===== src/rtl/uart_tx.sv =====
// uart_tx: 8E1 serial transmitter (start, 8 data LSB first, even parity, stop)
// fed from a small write-side FIFO. Bit timing comes from the one-clk baud
// tick bclk_tx; the line only changes on clk edges where that tick is high.
module uart_tx #(
  parameter int FIFO_DEPTH = 4,
  localparam int ADDR_W = $clog2(FIFO_DEPTH)
) (
  input  logic              clk,
  input  logic              reset,
  input  logic              bclk_tx,
  input  logic              wr_en,
  input  logic [7:0]        d_in,
  output logic              full,
  output logic [ADDR_W:0]   fifo_count,
  output logic              busy,
  output logic              overflow,
  output logic              tx
);

  typedef enum logic [2:0] {
    IDLE,
    START,
    DATA,
    PARITY,
    STOP
  } state_t;

  localparam logic [ADDR_W:0] DEPTH_CNT = (ADDR_W + 1)'(FIFO_DEPTH);

  state_t            state;
  logic [7:0]        mem [FIFO_DEPTH];
  logic [ADDR_W-1:0] wr_ptr;
  logic [ADDR_W-1:0] rd_ptr;
  logic [7:0]        shift;
  logic [2:0]        bit_cnt;
  logic              parity;
  logic              push;
  logic              pop;

  // full and the pop decision both use the pre-edge count, so a write that
  // lands in the same cycle as a pop from a full FIFO is still rejected, and
  // a byte written on the launching tick into an empty FIFO waits a tick.
  assign full = (fifo_count == DEPTH_CNT);
  assign push = wr_en && !full;
  assign pop  = bclk_tx && ((state == IDLE) || (state == STOP)) && (fifo_count != '0);

  // FIFO storage; stale contents are harmless because the pointers reset.
  always_ff @(posedge clk) begin
    if (push) begin
      mem[wr_ptr] <= d_in;
    end
  end

  // FIFO pointers, occupancy and the sticky overflow flag.
  always_ff @(posedge clk) begin
    if (!reset) begin
      wr_ptr     <= '0;
      rd_ptr     <= '0;
      fifo_count <= '0;
      overflow   <= 1'b0;
    end else begin
      if (push) begin
        wr_ptr <= wr_ptr + ADDR_W'(1);
      end
      if (pop) begin
        rd_ptr <= rd_ptr + ADDR_W'(1);
      end
      case ({push, pop})
        2'b10:   fifo_count <= fifo_count + (ADDR_W + 1)'(1);
        2'b01:   fifo_count <= fifo_count - (ADDR_W + 1)'(1);
        default: fifo_count <= fifo_count;
      endcase
      if (wr_en && full) begin
        overflow <= 1'b1;
      end
    end
  end

  // Frame sequencer: advances one bit per baud tick, launching the next queued
  // byte straight out of STOP so consecutive frames run back to back.
  always_ff @(posedge clk) begin
    if (!reset) begin
      state   <= IDLE;
      tx      <= 1'b1;
      busy    <= 1'b0;
      bit_cnt <= '0;
      shift   <= '0;
      parity  <= 1'b0;
    end else if (bclk_tx) begin
      case (state)
        IDLE, STOP: begin
          if (pop) begin
            shift  <= mem[rd_ptr];
            parity <= ^mem[rd_ptr];
            tx     <= 1'b0;
            busy   <= 1'b1;
            state  <= START;
          end else begin
            tx    <= 1'b1;
            busy  <= 1'b0;
            state <= IDLE;
          end
        end
        START: begin
          tx      <= shift[0];
          bit_cnt <= '0;
          state   <= DATA;
        end
        DATA: begin
          if (bit_cnt != 3'd7) begin
            shift   <= {1'b0, shift[7:1]};
            tx      <= shift[1];
            bit_cnt <= bit_cnt + 3'd1;
          end else begin
            tx    <= parity;
            state <= PARITY;
          end
        end
        PARITY: begin
          tx    <= 1'b1;
          state <= STOP;
        end
        default: begin
          tx    <= 1'b1;
          busy  <= 1'b0;
          state <= IDLE;
        end
      endcase
    end
  end

endmodule

===== config.mk =====
export PLATFORM = sky130hd
export DESIGN_NAME = uart_tx
export DESIGN_NICKNAME = d
export VERILOG_FILES = /design/src/rtl/uart_tx.sv
export SDC_FILE = /design/constraint.sdc
export NUM_CORES = 1
export LEC_CHECK = 0
export ABC_AREA = 1
export BUFFER_PORTS_ARGS = -buffer_cell sky130_fd_sc_hd__buf_2
export CAP_MARGIN = 10
export CORE_ASPECT_RATIO = 1.1
export CORE_MARGIN = 5
export CORE_UTILIZATION = 60
export DETAILED_ROUTE_END_ITERATION = 8
export GPL_TIMING_DRIVEN = 1
export PLACE_DENSITY_LB_ADDON = 0.2
export SYNTH_ARGS = -nofsm -noshare
export SYNTH_HDL_FRONTEND = slang
export SYNTH_SLANG_ARGS = --single-unit

===== constraint.sdc =====
create_clock -name clk -period 4.08 [get_ports clk]
set_clock_uncertainty 0.1 [all_clocks]
set_input_delay 0.816 -clock clk [delete_from_list [all_inputs] [get_ports clk]]
set_output_delay 0.816 -clock clk [all_outputs]
set_load 0.02 [all_outputs]

==> flow_metrics.py, run 1 <==
metrics = {
    "run_status": {
        "outcome": "complete, no violations",
    },
    "worst_setup_path": {
        "path_cells": "buf_2, nand3_1, clkinv_1, ha_1, inv_1, fa_1, a21oi_1, o21ai_0, o21ai_0, a21oi_1",
        "path_delay_family": "adder cells",
        "crit_path_end_kind": "flip-flop",
        "crit_end": "fifo_count[2]",
        "cp-startpoint": "bclk_tx",
        "ff2ff_path_depth": 8,
        "r2r_slack_ns": 1.81,
        "critPathKind": "in2reg",
        "critPathBufInv": 3,
        "r2r-end": "shift[1]",
        "arrival_ns": 2.39,
        "cp.depth": 10,
        "cp-start-kind": "input port",
        "slowest_delay_ns": 0.38,
        "r2r_start": "state[1]",
        "cp_data_required_time_ns": 4.20,
        "cpMaxStageDelayCell": "fa_1",
        "worstPathMaxFanout": 9,
    },
    "timing": {
        "fmax_ghz": 0.4388,
        "finalHoldViolations": 0,
        "timing.setup.tns_ns": 0,
        "rsz0062_at_grt": "false",
        "whs_ns": 0.3422,
        "worstMarginPinSlew_ns": 0.8870,
        "period_share_pct": 55.85,
        "finalMaxSlewViolations": 0,
        "finalSetupViolations": 0,
        "fin_ws_ns": 1.801,
        "period_minus_slack_ns": 2.279,
        "slew_headroom_pct": 40.65,
    },
    "drt": {
        "drt_iter0_drc": 114,
        "num_vias": 2130,
        "first_pass_iters": 4,
        "post-route-drc-count": 0,
        "wl_per_cell_um": 12.26,
        "postRouteAntennaNets": 0,
        "drt-total-wl_mm": 5.025,
        "via_per_inst": 5.195,
    },
    "cells_and_area": {
        "final.fill_count": 378,
        "nets": 371,
        "drive_above_1_share_pct": 10.39,
        "area_growth_pct": 10.43,
        "antennaDiodeCount": 0,
    },
    "pwr": {
        "leakage_uw": 0.001342,
        "p_sw_uw": 650.4,
        "powerDensity_mw_per_mm2": 589.7,
        "comb_power_share_pct": 32.6,
        "p_int_uw": 1139,
        "p_clk_share_pct": 24.5,
        "sw_frac_of_total_pct": 36.35,
        "p_seq_share_pct": 42.9,
        "vdd_drop_max_mv": 0.4694,
    },
    "placed_design": {
        "gp_congestion": 0.8444,
        "io_buffers": 18,
        "post-dp-hpwl_mm": 3.443,
        "dp_slack_ns": 1.515,
    },
    "logic_synthesis": {
        "synthCells": 329,
        "synth-async-reset-ratio_pct": 0,
        "ys_ff_latch": 59,
        "yosysSeqAreaShare_pct": 54.64,
        "synth_cell_types": 24,
        "synthTopCellsByArea": "edfxtp_1 35%, dfxtp_1 20%, nand2_1 18%, nand3_1 4.6%, inv_1 4.1%",
        "syn_nets": 349,
        "synth_edf_count": 32,
        "synth_warnings": 0,
        "synth.top_cell.area_share_pct": 34.97,
        "syn_avg_cell_area_um2": 8.351,
        "synth_top_area_cell": "edfxtp_1",
        "synth_common_cells": "129 x nand2_1, 32 x edfxtp_1, 30 x inv_1",
        "synth_area_mm2": 0.002748,
        "synth_most_common_cell": "nand2_1",
        "synth_ff_type": "edfxtp_1",
    },
    "clock_tree": {
        "cts_setup_buffers": 0,
        "clkTransAtPathRegs_ns": 0.06,
        "cts_buffers": 9,
        "worstSkewPairLatency_ns": 0.33,
        "cts.sinks": 59,
        "clockBufferDepth": 2,
        "h-tree-depth": 3,
        "ctsRootBufferMaster": "clkbuf_8",
        "cts-resized-gates": 0,
        "cts_tree": "built",
        "cts_hold_buf": 0,
    },
    "grt": {
        "antenna_found_initial": 0,
        "grt_pass1_wl_mm": 8.694,
        "grt_pass1_vias": 2040,
        "overflow": 0,
        "grt_max_degree": 20,
        "grt_use_total_pct": 19.61,
    },
    "floorplan": {
        "start_util_pct": 62.74,
        "ios": 19,
        "core_mm2": 0.004379,
        "row_count": 25,
        "fp.dieH_um": 80.98,
        "die_w_um": 74.52,
        "dieArea_mm2": 0.006034,
    },
    "job": {
        "maxCapViolations": 0,
    },
    "worst_hold_path": {
        "hp-class": "reg2reg",
    },
}
[per-layer routing]
metal / GRT usage (%) / wire [um] / up-vias / share of wire, %
met4: 11.74 / 82 / 0 / 1.6
met2: 32.60 / 2492 / 23 / 50
met1: 21.78 / 2275 / 974 / 45
met3: 6.064 / 175 / 8 / 3.5
met5: 0 / 0 / - / 0
li1: - / - / 1125 / -
[cells in the final DEF (no fill, tap or decap)]
cell | synthesis | layout
inv_2 | 2 | 2
clkinv_1 | 3 | 3
a21oi_1 | 20 | 20
buf_2 | 1 | 18
a31oi_1 | 6 | 6
clkbuf_1 | 4 | 3
nand2_1 | 129 | 129
a32o_1 | 1 | 1
or2_4 | 1 | 1
buf_4 | 1 | 1
nand3_1 | 25 | 25
nor3_1 | 1 | 1
o21ai_0 | 22 | 22
inv_1 | 30 | 30
nor3_4 | 1 | 1
ha_1 | 7 | 7
nor2_1 | 11 | 11
fa_1 | 1 | 1
clkbuf_8 | 0 | 10
dfxtp_1 | 27 | 27
clkinv_2 | 0 | 3
a21oi_4 | 1 | 1
edfxtp_1 | 32 | 32
o211a_1 | 1 | 1
[tightest hold or removal path, stage by stage (launching register included)]
cell and delay, ns:
dfxtp_1 0.30, inv_1 0.04, a21oi_1 0.05
[cell type report]
cell class	instances	area (um2)	area share, %
multi-input combinational	227	1072	35.34
inverter	35	131.4	4.330
clock inverter	3	15.01	0.4948
clock buffer	13	148.9	4.907
sequential	59	1501	49.48
timing repair buffer	19	97.59	3.216
tap	54	67.56	2.227
[logic make-up after synthesis]
group                      synth area share, %
and+or+nand+nor                          24.77
DFF                                      54.64
adders and majority gates                3.916
buffers and inverters                    6.329
AOI/OAI and AO/OA                        10.34
[flip-flops by register name, indices dropped and copies added, names as in the netlist, named ones only]
| signal | flops |
|---|---|
| bit_cnt | 3 |
| busy | 1 |
| fifo_count | 3 |
| mem | 32 |
| overflow | 1 |
| parity | 1 |
| rd_ptr | 2 |
| shift | 8 |
| state | 3 |
| tx | 1 |
| wr_ptr | 2 |
[worst min-delay path by stage]
stage                     slack, ns        end  depth (start not counted)  startpoint
after floorplan                0.34  flip-flop                          2   rd_ptr[1]
after global placement         0.33   overflow                          2    overflow
after detailed placement       0.34   overflow                          2    overflow
after CTS                      0.35   overflow                          2    overflow
after global routing           0.36   overflow                          2    overflow
final                          0.34   overflow                          2    overflow
[power groups by stage]
stage	Clock, uW	Combinational [uW]	Sequential [uW]
6_report	437	584	768
3_3_place_gp	0	568	777
4_1_cts	452	587	767
2_1_floorplan	0	443	790
5_1_grt	490	689	778
3_5_place_dp	0	584	779
[per-stage QoR]
step | instances | cell area, um2 | util, % | power, uW
final | 410 | 3034 | 69.29 | 1789
after global routing | 410 | 3034 | 69.29 | 1957
after CTS | 410 | 3034 | 69.29 | 1806
after detailed placement | 394 | 2870 | 65.54 | 1363
after global placement | 394 | 2870 | 65.54 | 1344
after floorplan | 329 | 2748 | - | 1233
Note: power is estimated with default switching activity, not from simulation.
==> inputs of run 2 (changes only) <==
CORE_UTILIZATION = 59   (was 60)
clock period = 2.3 ns   (was 4.08 ns; I/O delays follow)
==> run 2 against run 1 <==
Compared with the run above:
- register-to-register slack worse by 1.6 ns
- critical path type is now reg2reg
- sequential power is 77% higher
- non-clock buffer count increased by 8
- largest power group unchanged
- global-route usage down 0.92 points
- critical endpoint unchanged
- utilization down 1.8 points
- highest routed layer unchanged
- largest cell class unchanged
- clock-buffer cell count is 2 lower
==> flow_metrics.py, run 2 (synthesis results as in run 1) <==
metrics = {
    "grt": {
        "grt_pass1_wl_mm": 8.369,
        "met1_usage_pct": 22.27,
        "grt_max_degree": 19,
        "overflow": 0,
        "grt_use_met2_pct": 29.88,
        "busiest_layer": "met2",
        "grt_use_total_pct": 18.69,
        "antenna_found_initial": 0,
        "grt_pass1_vias": 1947,
        "gr-usage-met3_pct": 7.711,
    },
    "pwr": {
        "powerDensity_mw_per_mm2": 1030,
        "finalPower_uw": 3188,
        "leakage_uw": 0.001374,
        "vdd_drop_max_mv": 0.6076,
    },
    "cells_and_area": {
        "layout.cells.most_common_list": "129 x nand2_1, 32 x edfxtp_1, 29 x inv_1, 27 x dfxtp_1, 25 x nand3_1",
        "reg.largest.list": "mem: 32 flops, shift: 8 flops",
        "final.fill_count": 404,
        "regMostFlops": "mem",
        "seq_area_mm2": 0.001501,
        "area_growth_pct": 12.66,
        "layout_commonest_cell": "nand2_1",
        "nets": 379,
        "multi_input_area_mm2": 0.001084,
        "largest_register_ffs": 32,
        "antennaDiodeCount": 0,
        "drive_above_1_share_pct": 12.09,
    },
    "timing": {
        "period_share_pct": 88.73,
        "finalHoldViolations": 0,
        "slew_headroom_pct": 66.72,
        "timing.setup.tns_ns": 0,
        "finalMaxSlewViolations": 0,
        "worstMarginPinSlew_ns": 0.4962,
        "rsz0062_at_grt": "false",
        "period_minus_slack_ns": 2.041,
        "finalSetupViolations": 0,
        "fmax_ghz": 0.4900,
    },
    "worst_setup_path": {
        "path_cells": "nor3_4, nor2_1, inv_2, ha_1, inv_1, fa_1, a21oi_1, o21ai_0, o21ai_0, a21oi_1",
        "cp-start-kind": "flip-flop",
        "arrival_ns": 2.17,
        "critPathKind": "reg2reg",
        "crit_path_end_kind": "flip-flop",
        "cpMaxStageDelayCell": "fa_1",
        "critPathBufInv": 2,
        "cp_data_required_time_ns": 2.43,
        "slowest_delay_ns": 0.38,
        "worstPathMaxFanout": 7,
        "path_delay_family": "adder cells",
    },
    "clock_tree": {
        "h-tree-depth": 3,
        "ctsRootBufferMaster": "clkbuf_8",
        "worstSkewPairLatency_ns": 0.34,
        "cts_tree": "built",
        "clkTransAtPathRegs_ns": 0.07,
        "cts_setup_buffers": 0,
        "cts_buffers": 9,
        "cts.sinks": 59,
        "clockBufferDepth": 2,
    },
    "placed_design": {
        "io_buffers": 18,
        "post-dp-hpwl_mm": 3.394,
        "gp_congestion": 0.8197,
    },
    "floorplan": {
        "fp.dieH_um": 81.58,
        "start_util_pct": 59.90,
        "row_count": 26,
        "dieArea_mm2": 0.006123,
        "die_w_um": 75.07,
        "core_mm2": 0.004587,
        "ios": 19,
    },
    "drt": {
        "post-route-drc-count": 0,
        "num_vias": 2159,
        "drt-total-wl_mm": 4.809,
        "postRouteAntennaNets": 0,
        "wl_per_cell_um": 11.45,
        "drt_iter0_drc": 132,
        "first_pass_iters": 4,
        "via_per_inst": 5.140,
    },
    "job": {
        "maxCapViolations": 0,
    },
    "run_status": {
        "outcome": "complete, no violations",
    },
    "worst_hold_path": {
        "hp-class": "in2reg",
    },
}
==> run 2: path summary, 6_finish.rpt <==
check	from	end	slack (ns)	depth (start not counted)
setup / recovery	fifo_count[0]	fifo_count[2]	0.26	10
hold / removal	d_in[2]	mem[0][2]	0.23	1
setup reg to reg	fifo_count[0]	fifo_count[2]	0.26	10
hold reg to reg	overflow	overflow	0.35	2
==> run 2: worst register-to-register path, cell delays in order (launching register included) <==
cell,delay (ns)
dfxtp_1,0.36
nor3_4,0.22
nor2_1,0.10
inv_2,0.11
ha_1,0.15
inv_1,0.06
fa_1,0.38
a21oi_1,0.14
o21ai_0,0.11
o21ai_0,0.15
a21oi_1,0.05
==> run 2: stage by stage <==
step	std cells	hold WS [ns]	cell area (um2)	setup slack (ns)	util [%]
final	420	0.2336	3095	0.2592	67.49
after global routing	420	0.2148	3095	0.04464	67.49
after CTS	420	0.2138	3095	0.1830	67.49
after detailed placement	404	0.3486	2944	0.1843	64.18
after global placement	404	0.3365	2944	0.2317	64.18
after floorplan	329	0.3362	2759	0.03258	-
==> run 2: final cells by class <==
class	instances	share of cell area, %
clock buffers	11	4.244
clock inverters	5	0.6467
inverters	35	4.244
multi-input cells	227	35.00
flip-flops and latches	59	48.50
well taps	56	2.264
repair buffers	27	5.093
==> run 2: timing repair <==
item                       in CTS  in global routing
hold buffers                    0                  0
gates resized for setup         0                  1
setup endpoints to repair       0                  1
==> run 2: per-layer routing <==
layer,wire length (um),part of all wire (%)
met4,85,1.8
met2,2281,47
met1,2202,46
met3,240,5.0
met5,0,0
==> run 2: report_power, final <==
part	internal (uW)	switching [uW]	total, uW
combinational	372	711	1080
clock	374	372	746
sequential	1270	87.2	1360
==> inputs of run 3 (changes only) <==
BUFFER_PORTS_ARGS = default   (was -buffer_cell sky130_fd_sc_hd__buf_2)
CORE_UTILIZATION = 60   (was 59)
DONT_BUFFER_PORTS = 1   (was default)
SKIP_CTS_REPAIR_TIMING = 1   (was default)
==> run 3 against run 2 <==
Compared with the run above:
- non-clock buffer count down 15
- design area down 1.2%
- largest power group unchanged
- die area down 1.5%
- critical path depth up 1
- critical path type unchanged
- sequential power about the same
- global-route usage up 0.24 points
- power up 2.8%
- combinational power about the same
- via count down 2.2%
- utilization up 2.3 points
- sequential cell count unchanged
==> flow_metrics.py, run 3 (synthesis results as in run 1) <==
metrics = {
    "pwr": {
        "comb_power_share_pct": 32.0,
        "leakage_uw": 0.001334,
        "vdd_drop_max_mv": 0.7087,
        "sw_frac_of_total_pct": 35.54,
        "p_int_uw": 2112,
        "p_clk_share_pct": 26.0,
        "p_seq_share_pct": 42.0,
        "powerDensity_mw_per_mm2": 1071,
        "p_sw_uw": 1164,
    },
    "worst_setup_path": {
        "ff2ff_path_depth": 11,
        "r2r_slack_ns": 0.20,
        "cp-start-kind": "flip-flop",
        "cp_data_required_time_ns": 2.42,
        "critPathKind": "reg2reg",
        "worstPathMaxFanout": 4,
        "arrival_ns": 2.23,
        "crit_path_end_kind": "flip-flop",
        "r2r_start": "fifo_count[1]",
        "r2r-end": "fifo_count[2]",
    },
    "cells_and_area": {
        "nets": 364,
        "final_cells": 403,
        "regMostFlops": "mem",
        "fin_area_mm2": 0.003058,
        "layout.cells.most_common_list": "129 x nand2_1, 32 x edfxtp_1, 30 x inv_1, 26 x dfxtp_1, 25 x nand3_1",
        "reg.largest.list": "mem: 32 flops, shift: 8 flops",
        "final.fill_count": 350,
        "layout_commonest_cell": "nand2_1",
        "largest_register_ffs": 32,
        "antennaDiodeCount": 0,
        "final_util_pct": 69.83,
        "drive_above_1_share_pct": 9.456,
        "area_growth_pct": 11.29,
    },
    "floorplan": {
        "die_w_um": 74.52,
        "core_mm2": 0.004379,
        "dieArea_mm2": 0.006034,
        "fp.dieH_um": 80.98,
        "row_count": 25,
        "ios": 19,
        "start_util_pct": 62.74,
    },
    "run_status": {
        "outcome": "complete, no violations",
    },
    "timing": {
        "rsz0062_at_grt": "false",
        "slew_headroom_pct": 68.35,
        "fmax_ghz": 0.4756,
        "finalHoldViolations": 0,
        "worstMarginPinSlew_ns": 0.4718,
        "finalMaxSlewViolations": 0,
        "fin_ws_ns": 0.1976,
        "period_minus_slack_ns": 2.102,
        "finalSetupViolations": 0,
        "period_share_pct": 91.41,
        "timing.setup.tns_ns": 0,
    },
    "drt": {
        "drt_iter0_drc": 136,
        "drt-total-wl_mm": 4.897,
        "first_pass_iters": 4,
        "wl_per_cell_um": 12.15,
        "postRouteAntennaNets": 0,
        "via_per_inst": 5.238,
        "num_vias": 2111,
        "post-route-drc-count": 0,
    },
    "clock_tree": {
        "clkTransAtPathRegs_ns": 0.07,
        "cts_buffers": 9,
        "clockBufferDepth": 2,
        "cts_tree": "built",
        "h-tree-depth": 3,
        "cts.sinks": 59,
        "worstSkewPairLatency_ns": 0.33,
        "ctsRootBufferMaster": "clkbuf_8",
    },
    "worst_hold_path": {
        "min_from": "d_in[5]",
        "hold_path_depth": 0,
        "holdPathEnd": "mem[0][5]",
        "hp-class": "in2reg",
    },
    "grt": {
        "grt_pass1_wl_mm": 8.480,
        "grt_pass1_vias": 1987,
        "overflow": 0,
        "antenna_found_initial": 0,
        "grt_use_total_pct": 18.92,
        "grt_max_degree": 19,
    },
    "placed_design": {
        "dp_slack_ns": 0.1975,
        "gp_congestion": 0.8117,
        "post-dp-hpwl_mm": 3.417,
        "postPlaceCellArea_mm2": 0.002874,
        "placedCellCount": 387,
        "io_buffers": 0,
    },
    "job": {
        "maxCapViolations": 0,
    },
}
## run 3: changes by cell type in the layout (fill, tap and decap cells not counted)
cell	delta
buf_2	-18
clkinv_1	-4
dfxtp_1	-1
inv_2	-1
buf_4	+3
inv_1	+1
dfxtp_2	+1
clkinv_2	+1
clkbuf_8	+3
## run 3: critical path, cell delays in order (launching register included)
cell,delay (ns)
dfxtp_1,0.41
inv_1,0.10
nand3_1,0.09
nand3_1,0.16
clkinv_1,0.10
ha_1,0.14
inv_1,0.06
fa_1,0.37
a21oi_1,0.14
o21ai_0,0.11
o21ai_0,0.16
a21oi_1,0.05
## run 3: worst max path at each step
stage,from,to,slack (ns)
after global placement,fifo_count[0],fifo_count[2],0.23
after detailed placement,fifo_count[0],fifo_count[2],0.20
final,fifo_count[1],fifo_count[2],0.20
after global routing,fifo_count[1],fifo_count[2],0.02
after CTS,fifo_count[0],fifo_count[2],0.18
after floorplan,fifo_count[2],fifo_count[2],0.03
## run 3: area by class of cell
cell class / count / area, um2 / area share, %
repair buffers: 12 / 90.09 / 2.946
inverters: 35 / 131.4 / 4.296
flip-flops and latches: 59 / 1503 / 49.14
multi-input cells: 227 / 1084 / 35.43
clock inverters: 2 / 10.01 / 0.3273
well taps: 54 / 67.56 / 2.209
clock buffers: 14 / 172.7 / 5.646
## run 3: power groups by stage
stage / sequential [uW] / clock, uW / combinational (uW)
finish: 1380 / 851 / 1050
global route: 1390 / 932 / 1230
CTS: 1370 / 870 / 1060
detailed placement: 1390 / 0 / 1050
global placement: 1390 / 0 / 1020
floorplan: 1410 / 0 / 792
## run 3: routing by layer
metal  vias to the layer above  GRT usage [%]  part of all wire, %
li1                       1109              -                    -
met2                        38          30.23                   47
met4                         0          8.897                  1.6
met5                         -              0                    0
met1                       955          22.44                   46
met3                         9          7.054                  5.6
## run 3: stage by stage
stage,hold WS [ns],power (uW)
6_report,0.1148,3276
4_1_cts,0.09752,3301
2_1_floorplan,0.3362,2202
5_1_grt,0.09219,3556
3_5_place_dp,0.3621,2447
3_3_place_gp,0.3511,2415
